--- src/rtl/div_seq_pkg.sv ---
// Shared encodings for the sequential divider and the execute stage that drives it.
// The execute stage builds its stall request from these same constants.
package div_seq_pkg;

  typedef enum logic [1:0] {
    DivFree   = 2'b00,
    DivByZero = 2'b01,
    DivOn     = 2'b10,
    DivEnd    = 2'b11
  } div_state_e;

  localparam logic DivStart          = 1'b1;
  localparam logic DivStop           = 1'b0;
  localparam logic DivResultReady    = 1'b1;
  localparam logic DivResultNotReady = 1'b0;

  localparam int DIV_CYCLES = 32;

  // Execute-stage opcodes that route to this unit.
  localparam logic [7:0] EXE_DIV_OP  = 8'b0001_1010;
  localparam logic [7:0] EXE_DIVU_OP = 8'b0001_1011;

  // Two's-complement magnitude when the operand is treated as signed and is negative.
  function automatic logic [DIV_CYCLES-1:0] div_magnitude(input logic is_signed,
                                                          input logic [DIV_CYCLES-1:0] value);
    if (is_signed && value[DIV_CYCLES-1]) begin
      div_magnitude = -value;
    end else begin
      div_magnitude = value;
    end
  endfunction

endpackage

--- src/rtl/div_step.sv ---
// One restoring-division iteration on the {partial remainder, dividend} working register.
// Purely combinational; the sequencing lives in div_seq.
module div_step #(
  parameter int DATA_W = 32
) (
  input  logic [2*DATA_W:0]  work_i,
  input  logic [DATA_W-1:0]  divisor_i,
  output logic [2*DATA_W:0]  work_o
);

  logic [2*DATA_W:0] shifted;
  logic [DATA_W:0]   diff;

  always_comb begin
    shifted = work_i << 1;
    diff    = shifted[2*DATA_W:DATA_W] - {1'b0, divisor_i};
    // NOTE: work_o is assigned before the if so every path drives it and no latch is inferred.
    work_o  = shifted;
    if (!diff[DATA_W]) begin
      work_o = {diff, shifted[DATA_W-1:1], 1'b1};
    end
  end

endmodule

--- src/rtl/div_seq.sv ---
// Multi-cycle DIV/DIVU unit: latches magnitudes, runs DATA_W restoring steps,
// then fixes signs and holds {remainder, quotient} until the execute stage releases it.
module div_seq
  import div_seq_pkg::*;
#(
  parameter int DATA_W = DIV_CYCLES
) (
  input  logic                clk,
  input  logic                rst,
  input  logic                signed_div_i,
  input  logic [DATA_W-1:0]   opdata1_i,
  input  logic [DATA_W-1:0]   opdata2_i,
  input  logic                start_i,
  input  logic                annul_i,
  output logic [2*DATA_W-1:0] result_o,
  output logic                ready_o,
  output logic                busy_o
);

  localparam int CNT_W = $clog2(DATA_W) + 1;

  div_state_e          state_q;
  logic [CNT_W-1:0]    cnt_q;
  logic [2*DATA_W:0]   work_q;
  logic [2*DATA_W:0]   step_d;
  logic [DATA_W-1:0]   divisor_q;
  logic                neg_quot_q;
  logic                neg_rem_q;
  logic [2*DATA_W-1:0] result_q;
  logic                ready_q;

  logic [DATA_W-1:0]   op1_mag_d;
  logic [DATA_W-1:0]   op2_mag_d;
  logic [DATA_W-1:0]   quot_d;
  logic [DATA_W-1:0]   rem_d;

  div_step #(.DATA_W(DATA_W)) u_step (
    .work_i    (work_q),
    .divisor_i (divisor_q),
    .work_o    (step_d)
  );

  always_comb begin
    op1_mag_d = (signed_div_i && opdata1_i[DATA_W-1]) ? -opdata1_i : opdata1_i;
    op2_mag_d = (signed_div_i && opdata2_i[DATA_W-1]) ? -opdata2_i : opdata2_i;
    quot_d    = neg_quot_q ? -work_q[DATA_W-1:0] : work_q[DATA_W-1:0];
    rem_d     = neg_rem_q ? -work_q[2*DATA_W-1:DATA_W] : work_q[2*DATA_W-1:DATA_W];
  end

  // NOTE: every register here uses <= so all of them sample pre-edge values in the same step.
  always_ff @(posedge clk) begin
    if (rst) begin
      state_q    <= DivFree;
      cnt_q      <= '0;
      work_q     <= '0;
      divisor_q  <= '0;
      neg_quot_q <= 1'b0;
      neg_rem_q  <= 1'b0;
      result_q   <= '0;
      ready_q    <= DivResultNotReady;
    end else begin
      case (state_q)
        DivFree: begin
          result_q <= '0;
          ready_q  <= DivResultNotReady;
          if (start_i == DivStart && !annul_i) begin
            if (opdata2_i == '0) begin
              state_q <= DivByZero;
            end else begin
              state_q    <= DivOn;
              cnt_q      <= '0;
              work_q     <= {{(DATA_W+1){1'b0}}, op1_mag_d};
              divisor_q  <= op2_mag_d;
              neg_quot_q <= signed_div_i && (opdata1_i[DATA_W-1] ^ opdata2_i[DATA_W-1]);
              neg_rem_q  <= signed_div_i && opdata1_i[DATA_W-1];
            end
          end
        end

        DivByZero: begin
          state_q  <= DivEnd;
          result_q <= '0;
          ready_q  <= DivResultReady;
        end

        DivOn: begin
          if (annul_i) begin
            state_q <= DivFree;
            cnt_q   <= '0;
          end else if (cnt_q != CNT_W'(DATA_W)) begin
            work_q <= step_d;
            cnt_q  <= cnt_q + CNT_W'(1);
          end else begin
            result_q <= {rem_d, quot_d};
            ready_q  <= DivResultReady;
            state_q  <= DivEnd;
            cnt_q    <= '0;
          end
        end

        DivEnd: begin
          // The result is held until the execute stage drops its request.
          if (start_i == DivStop || annul_i) begin
            state_q  <= DivFree;
            result_q <= '0;
            ready_q  <= DivResultNotReady;
          end
        end

        default: state_q <= DivFree;
      endcase
    end
  end

  assign result_o = result_q;
  assign ready_o  = ready_q;
  assign busy_o   = (state_q != DivFree);

endmodule

--- config.mk ---
export PLATFORM = sky130hd
export DESIGN_NAME = div_seq
export DESIGN_NICKNAME = d
export VERILOG_FILES = /design/src/rtl/div_seq_pkg.sv /design/src/rtl/div_step.sv /design/src/rtl/div_seq.sv
export SDC_FILE = /design/constraint.sdc
export NUM_CORES = 1
export LEC_CHECK = 0
export CORE_UTILIZATION = 25
export CTS_CLUSTER_DIAMETER = 50
export DETAILED_ROUTE_END_ITERATION = 12
export PLACE_DENSITY_LB_ADDON = 0.1
export SKIP_LAST_GASP = 1
export SYNTH_ARGS = -nofsm -noshare
export SYNTH_HDL_FRONTEND = slang
export SYNTH_SLANG_ARGS = --single-unit
--- constraint.sdc ---
create_clock -name clk -period 3.6 [get_ports clk]
set_input_delay 0.72 -clock clk [delete_from_list [all_inputs] [get_ports clk]]
set_output_delay 0.72 -clock clk [all_outputs]
set_load 0.01 [all_outputs]
# ---- Word-level counts from Yosys, hierarchy flattened
# Cells that the tools add are included.
# W data, S select, Z words.
dict set report word_totals {
  register_bits 171
  latch_bits 0
  ram_bits 0
  romBits 0
  in_bits 69
  output_inout_bits 66
  elab_cells 73
  n_memories 0
}
dict set report classes {
  add_sub_neg 6
  multipliers 0
  div 0
  n_lt_le_gt_ge 0
  eq_ne 11
  n_shift 0
  n_mux 29
  bitwise_logic 3
  reduce_logical 16
}
# operator count
set op_table {}
lappend op_table {{$mux W64} 8}
lappend op_table {{$pmux W64 S3} 1}
lappend op_table {{$mux W32} 4}
lappend op_table {{$neg A32 Y32} 4}
lappend op_table {{$pmux W64 S2} 1}
lappend op_table {{$sub A33 B32 Y33} 1}
lappend op_table {{$logic_not A32 Y1} 1}
lappend op_table {{$mux W6} 4}
lappend op_table {{$ne A2 B2 Y1 const B} 6}
lappend op_table {{$pmux W6 S2} 1}
lappend op_table {{$reduce_and A3 Y1} 4}
lappend op_table {{$mux W2} 5}
lappend op_table {{$pmux W2 S4} 1}
lappend op_table {{$add A6 B1 Y6 const B} 1}
lappend op_table {{$ne A6 B6 Y1 const B} 1}
lappend op_table {{$reduce_and A5 Y1} 1}
lappend op_table {{$eq A2 B2 Y1 const B} 2}
lappend op_table {{$logic_and A1 B1 Y1} 4}
lappend op_table {{$pmux W1 S4} 1}
lappend op_table {{$reduce_bool A2 Y1} 2}
lappend op_table {{$mux W1} 3}
lappend op_table {{$ne A3 B3 Y1 const B} 1}
lappend op_table {{$eq A2 B1 Y1 const B} 1}
lappend op_table {{$logic_not A2 Y1} 1}
lappend op_table {{5 further kinds} 6}

# ---- Logic depth before layout (Yosys ltp)
# Gate-level depths: netlist (run 1).
dict set report depth {
  ltp_word 5
  depth_mapped 14
  depth_no_buf 12
}

# ---- By module
# A second synthesis (run 1) with hierarchy kept.
dict set report unflattened {
  hier_cells 1521
  hier_area_um2 11982.7
}
# mod instances cells_per_inst area_each_um2 seq_area_each_um2
set modules_own_cells {}
lappend modules_own_cells {div_seq 1 1130 9262.6 3443.3}
lappend modules_own_cells {div_step 1 391 2720.1 0.0}

# ---- Least setup slack after synthesis (run 1)
# OpenSTA, ideal clock, no wires.
dict set report synth_timing {
  kind {input-to-reg}
  start {in opdata2_i[0]}
  end {reg work_q[47]}
  setup_ns 0.122
  arrival_time_ns 3.141
  required_time_ns 3.478
  path_slack_ns 0.337
  path_stages 12
  n_path_buf 2
  cell_sequence {inv_1 ha_1 or3b_2 nor3_2 nand4_1 o211a_1 o21bai_1 or2_1 buf_2 buf_4 nor2_1 a221o_1}
}
dict set report synth_via {
  elab_chain_len 3
}
# item line
set synth_lines {}
lappend synth_lines {{from (decl)} div_seq.sv:12} ;# input logic [DATA_W-1:0] opdata2_i,
lappend synth_lines {{$logic_not A32 Y1} div_seq.sv:67} ;# if (opdata2_i == '0) begin
lappend synth_lines {{$ne A2 B2 Y1 (no source line)} -}
lappend synth_lines {{$reduce_and A5 Y1 (no source line)} -}
lappend synth_lines {{to (signal assigned)} div_seq.sv:72} ;# work_q <= {{(DATA_W+1){1'b0}}, op1_mag_d};
lappend synth_lines {{to (signal assigned)} div_seq.sv:91} ;# work_q <= step_d;
lappend synth_lines {{to (decl)} div_seq.sv:24} ;# logic [2*DATA_W:0] work_q;
# Every way passes these cells.
# A chain may end at the register's enable or synchronous reset.

# ---- Final worst setup path (run 1)
dict set report layout_timing {
  start {reg divisor_q[5]}
  end {reg work_q[58]}
}
dict set report layout_via {
  elab_chain_len 5
}
# item line
set layout_lines {}
lappend layout_lines {{from (decl)} div_seq.sv:26} ;# logic [DATA_W-1:0] divisor_q;
lappend layout_lines {{from (signal assigned)} div_seq.sv:73} ;# divisor_q <= op2_mag_d;
lappend layout_lines {{$sub A33 B32 Y33} div_step.sv:16} ;# diff = shifted[2*DATA_W:DATA_W] - {1'b0, divisor_i};
lappend layout_lines {{$mux W64} div_step.sv:19} ;# if (!diff[DATA_W]) begin
lappend layout_lines {{$mux W64} div_seq.sv:90} ;# end else if (cnt_q != CNT_W'(DATA_W)) begin
lappend layout_lines {{$mux W64} div_seq.sv:87} ;# if (annul_i) begin
lappend layout_lines {{$pmux W64 S2} div_seq.sv:62} ;# case (state_q)
# Every way passes these cells. The select of a mux whose other input is x is not followed.

==> run summary, run 1 <==
Top_reg_cell synth - dfxtp_1
Post_cts resized - 0
Max incr delay on CP - 0.52 ns
Synthesis Warnings - 0
Final Hold Vio Count - 0
CTS root buf - clkbuf_16
Post-synth cell types - 70
Clock Tree Buf Depth - 2
Critical path's top delay family - compound AO/OA/AOI/OAI gates
Number of synthesized register bits - 171
Vias in the first global route - 10697
DR iter-0 viols - 564
Post-synth top area cell - dfxtp_1
Area delta synth->final - 33.36%
CTS tree - yes
Die area - 45220 um^2
Initial antenna violation count - 0
Largest net degree at the start of global routing - 64
Io pins - 135
Slowest CP cell - or4_1
Core area - 43460 um^2
I/O Buffers - 134
Buf/Inv on CP - 5
Sink Count - 171
Fin nets - 1815
Setup violations, final - 0
Final worst slack - 0.1680 ns
Starting Density - 0.2553
Startpoint types - register
Top-area cell type share of the netlist area - 0.3086
WL/cell - 16.29 um
Final ANT Viol Nets - 0
Via count - 10942
Reg-to-reg slack, setup - 0.17 ns
Sequential-to-total area share from yosys stat - 0.3086
Data required, critical path - 3.98 ns
Critical path's most frequent cell - buf_4
HP Class - register to register
Pleak - 0.005567 uW
Worst EP arrival - 3.81 ns
# diodes - 0
Vias/cell - 4.757
Total GRT Usage - 0.1709
Placed cell count - 2268
Slew @ Worst Pin - 0.8393 ns
Min Tclk post-route - 3.432 ns
Die height - 212.7 um
Slew margin rel. - 0.4397
Status - finished, final reports clean
Syn Nets - 1589
# hold bufs at CTS - 0
RSZ-0062 raised after global routing - true
Clk slew on worst S/H paths - 0.08 ns
Post-Syn Area - 11090 um^2
Final period utilization - 0.9533
Post-CTS Setup Bufs - 0
Max Cap Viol - 0
Total CTS buffers - 17
Row count - 76
Pre-CTS setup slack - -0.1167 ns
Layout Cells excl Fill - 2300
P per Cell Area - 472.7 nW/um^2
Filler instances - 4621
Ys async rst share - 0
Hold Slack - 0.4536 ns
Crit path max fanout - 5
DR pass1 iterations - 5
EDFF count, synth - 0
Util after Layout - 0.3405
Total grt overflow - 0
H-tree Lvls - 4
Syn avg cell area - 7.517 um^2
Share of layout cells above drive strength 1 - 0.1306
Crit path capture type - register
Ranking of synthesized cells by area - dfxtp_1, nand2_1, xnor2_1
First-pass GRT wire length - 60.17 mm
Total wire length - 37.47 mm
Die width - 212.7 um
Maximum vdd drop - 0.3194 mV
Post-Syn Instances - 1476
Fmax - 291.4 MHz
GPL Wtd Cong - 0.8265
DRC - 0
Final Skew - 0.01053 ns
Post-DP HPWL - 29.10 mm
Worst-path cell chain - inv_1 -> ha_1 -> a21o_1 -> a211o_1 -> nor2_2 -> o31ai_1 -> buf_4 -> o2111ai_2 -> a21oi_1 -> buf_4 -> o31a_1 -> buf_4 -> buf_4 -> or4_1 -> o211ai_1
Skew-Pair Late Insertion Delay - 0.45 ns
CP Class - register to register
Max-slew violations - 0
## Yosys cell counts (8+ instances only)
cell        n
nand4_1    17
clkbuf_1   81
nand3_1    34
nor2_1    119
a211oi_1   38
or3_1      15
and2_1     10
o41ai_1    11
ha_1       43
dfxtp_1   171
xor2_1     67
nor4_1      8
o211ai_1   22
a21o_1     14
xnor2_1    75
inv_1      55
nand2_1   234
a22oi_1    28
o21ai_0   106
nand2b_1   12
a221o_1    13
a21oi_1   122
o31ai_1    34
or4_1      12
nor2b_1    10
nor3_1     24
and3_1      9
## through the flow
| stage | TNS, ns | total power [uW] | area (um^2) |
|---|---|---|---|
| after floorplan | 0 | 4043 | 11090 |
| after global placement | -0.7681 | 5161 | 14200 |
| after detailed placement | -4.195 | 5160 | 14200 |
| after CTS | 0 | 7091 | 14780 |
| after global routing | -0.03064 | 7510 | 14800 |
| final | 0 | 6993 | 14800 |
## area by class of cell
cell class                      instances  area, um^2  share of cell area
Timing Repair Buffer                  296        2693              0.1820
Inverter                               55       206.4             0.01395
Multi-Input combinational cell       1161        7163              0.4841
Clock buffer                           17       425.4             0.02875
Sequential cell                       171        3423              0.2314
Tap cell                              585       732.0             0.04947
Clock inverter                         15       152.6             0.01032
## metal layers
layer,part of all wire,vias up,wire [um],global-route usage
li1,-,5702,-,-
met1,0.53,5020,19770,0.2492
met2,0.43,192,15960,0.2591
met3,0.031,28,1172,0.02662
met4,0.015,0,559,0.04441
met5,0,-,0,0
## registers in the layout (all words and copies together), names as in the netlist
register	cells
neg_rem_q	1
ready_o	1
divisor_q	32
result_o	64
neg_quot_q	1
cnt_q	6
state_q	2
work_q	64
## where the power goes
group          total [uW]  internal (uW)  switching, uW  leakage (uW)
logic                2850           1130           1720       0.00390
clock network        1890            980            907      0.000277
registers            2250           2070            181       0.00139
total                6990           4180           2810       0.00557
## final timing paths
kind	end	cells after the start	from
worst max-delay path	work_q[58]	15	divisor_q[5]
worst min register to register	result_o[63]	2	result_o[63]
worst min-delay path	result_o[63]	2	result_o[63]
worst max register to register	work_q[58]	15	divisor_q[5]
## cells in the final DEF, fill, tap and decap left out, types with 11 or more instances in the layout
cell type / count
a211oi_1: 38
a21o_1: 14
a21oi_1: 122
a221o_1: 13
a22oi_1: 28
buf_12: 11
buf_4: 152
clkbuf_16: 17
clkdlybuf4s50_1: 133
dfxtp_1: 171
ha_1: 42
inv_1: 55
nand2_1: 234
nand2b_1: 12
nand3_1: 34
nand4_1: 17
nor2_1: 116
nor3_1: 23
o211ai_1: 22
o21ai_0: 106
o31ai_1: 33
o41ai_1: 11
or3_1: 15
or4_1: 12
xnor2_1: 75
xor2_1: 67
## tightest hold or removal path, stage by stage (launching register included)
cell     delay [ns]
dfxtp_1        0.32
nand2_1        0.05
o21ai_1        0.05
## logic make-up after synthesis
logic type | synth area share
xor+xnor | 0.1121
compound gates | 0.2510
simple gates | 0.2228
fa+ha+maj | 0.05030
mux | 0.005414
buf+inv | 0.04974
flops | 0.3086
Power figures use the tool's default switching activity.
==> run 2, diff against run 1 <==
RECOVER_POWER = 25   (was not set)
==> run 2 against run 1 <==
Compared with the run above: final cell count is the same; utilization is the same; register-to-register slack is essentially flat; critical path depth is the same; non-clock buffer count is the same; largest cell class unchanged; highest routed layer unchanged.
==> run summary, run 2 (synthesis gave the netlist of run 1 again) <==
Vias/cell - 4.767 (+0.21%)
Sink Count - 171 (unchanged)
DRC - 0 (unchanged)
Total grt overflow - 0 (unchanged)
Worst EP arrival - 3.80 ns (about the same)
CP Class - register to register
Fmax - 292.0 MHz (+0.22%)
CTS root buf - clkbuf_16
Slowest CP cell - or4_1
Max-slew violations - 0 (unchanged)
Setup violations, final - 0 (unchanged)
Share of layout cells above drive strength 1 - 0.1306 (unchanged)
Net Sw Frac - 0.4026 (+0.0004810)
Filler instances - 4621 (unchanged)
Clock Power Share - 0.270 (about the same)
Combinational share of power - 0.407 (about the same)
Crit path capture type - register
Initial antenna violation count - 0 (unchanged)
Most frequent cells in the layout - nand2_1, dfxtp_1, buf_4, a21oi_1, nor2_1
Post-DP HPWL - 29.10 mm (unchanged)
Max incr delay on CP - 0.52 ns (about the same)
Area delta synth->final - 33.36% (unchanged)
Max Cap Viol - 0 (unchanged)
Data required, critical path - 3.98 ns (about the same)
Min Tclk post-route - 3.424 ns (-0.007618 ns)
Die height - 212.7 um (unchanged)
Final ANT Viol Nets - 0 (unchanged)
# diodes - 0 (unchanged)
# hold bufs at CTS - 0 (unchanged)
Starting Density - 0.2553 (unchanged)
Final Hold Vio Count - 0 (unchanged)
Maximum vdd drop - 0.3192 mV (about the same)
Total wire length - 37.44 mm (about the same)
Pleak - 0.005777 uW (+3.8%)
RSZ-0062 raised after global routing - true
I/O Buffers - 134 (unchanged)
Placed cell count - 2268 (unchanged)
Largest net degree at the start of global routing - 64 (unchanged)
Final period utilization - 0.9512 (-0.002116)
Fin nets - 1815 (unchanged)
DR pass1 iterations - 5 (unchanged)
WL/cell - 16.28 um (about the same)
Core area - 43460 um^2 (unchanged)
H-tree Lvls - 4 (unchanged)
Total CTS buffers - 17 (unchanged)
Vias in the first global route - 10697 (unchanged)
CTS tree - yes
Layout Cells excl Fill - 2300 (unchanged)
HP Class - register to register
Die width - 212.7 um (unchanged)
Startpoint types - register
Worst-path cell chain - inv_1 -> ha_1 -> a21o_1 -> a211o_1 -> nor2_2 -> o31ai_1 -> buf_4 -> o2111ai_2 -> a21oi_1 -> buf_4 -> o31a_1 -> buf_4 -> buf_4 -> or4_1 -> o211ai_1
Critical path's most frequent cell - buf_4
Status - finished, final reports clean
Total GRT Usage - 0.1709 (unchanged)
Skew-Pair Late Insertion Delay - 0.45 ns (about the same)
Internal - 4173 uW (-0.21%)
Clock Tree Buf Depth - 2 (unchanged)
Final Skew - 0.01096 ns (+0.0004316 ns)
Flop pwr share - 0.323 (about the same)
P_sw - 2812 uW (about the same)
Slew @ Worst Pin - 0.8406 ns (+0.001278 ns)
Most common cell after layout, fill and taps aside - nand2_1
Io pins - 135 (unchanged)
Die area - 45220 um^2 (unchanged)
Via count - 10965 (+0.21%)
DR iter-0 viols - 559 (-0.89%)
Slew margin rel. - 0.4388 (-0.0008530)
Total negative slack - 0 ns (unchanged)
Clk slew on worst S/H paths - 0.08 ns (about the same)
Row count - 76 (unchanged)
GPL Wtd Cong - 0.8265 (unchanged)
First-pass GRT wire length - 60.17 mm (unchanged)
P per Cell Area - 472.0 nW/um^2 (-0.13%)
Crit path max fanout - 5 (unchanged)
==> run 2: area by class of cell <==
type | count | area, um^2 | area share
clock buffer | 17 | 425.4 | 0.02875
clock inverter | 15 | 152.6 | 0.01032
inverter | 55 | 206.4 | 0.01395
multi-input combinational | 1161 | 7163 | 0.4841
sequential | 171 | 3423 | 0.2314
tap | 585 | 732.0 | 0.04947
timing repair buffer | 296 | 2693 | 0.1820
==> run 2: power groups by stage <==
stage / Sequential, uW / Clock [uW] / Combinational, uW
2_1_floorplan: 2250 / 0 / 1790
3_3_place_gp: 2300 / 0 / 2870
3_5_place_dp: 2300 / 0 / 2860
4_1_cts: 2260 / 1960 / 2870
5_1_grt: 2290 / 2030 / 3180
6_report: 2250 / 1890 / 2840
==> run 2: routing by layer <==
| metal | GRT usage | routed length, um | vias up |
|---|---|---|---|
| met1 | 0.2492 | 19630 | 5030 |
| met2 | 0.2591 | 15970 | 196 |
| met5 | 0 | 0 | - |
| li1 | - | - | 5711 |
| met3 | 0.02662 | 1283 | 28 |
| met4 | 0.04441 | 559 | 0 |
==> run 2: worst paths after layout <==
| path | slack [ns] | depth (start not counted) | start | to |
|---|---|---|---|---|
| worst max register to register | 0.18 | 15 | divisor_q[5] | work_q[58] |
| worst max-delay path | 0.18 | 15 | divisor_q[5] | work_q[58] |
| worst min register to register | 0.45 | 2 | result_o[63] | result_o[63] |
| worst min-delay path | 0.45 | 2 | result_o[63] | result_o[63] |
==> run 2: critical path, delay by kind of cell (launching register included) <==
kind | cells | cell delay [ns]
adder cells (fa/ha/maj) | 1 | 0.30
AO/OA/AOI/OAI | 7 | 1.36
flip-flops | 1 | 0.34
buffers and inverters | 5 | 0.69
AND/OR/NAND/NOR | 2 | 0.65
==> run 2: what timing repair did <==
item	4_1_cts	5_1_grt
resized for setup	0	3
setup buffers	0	0
endpoints found under the setup margin	0	24
==> run 2: per-stage QoR <==
step	cell area, um^2	util	setup WS (ns)	hold slack, ns	power (uW)
3_3_place_gp	14200	0.3268	-0.04184	0.4392	5161
6_report	14800	0.3405	0.1757	0.4502	6984
4_1_cts	14780	0.3401	0.03104	0.4581	7091
2_1_floorplan	11090	-	0.3371	0.4461	4043
3_5_place_dp	14200	0.3268	-0.1167	0.4470	5160
5_1_grt	14800	0.3405	-0.02742	0.4756	7500
==> run 3, diff against run 2 <==
CTS_CLUSTER_DIAMETER = 80   (was 50)
SLEW_MARGIN = 20   (was not set)
==> results of run 3 <==
Final layout, timing and power as in run 2 (identical DEF).
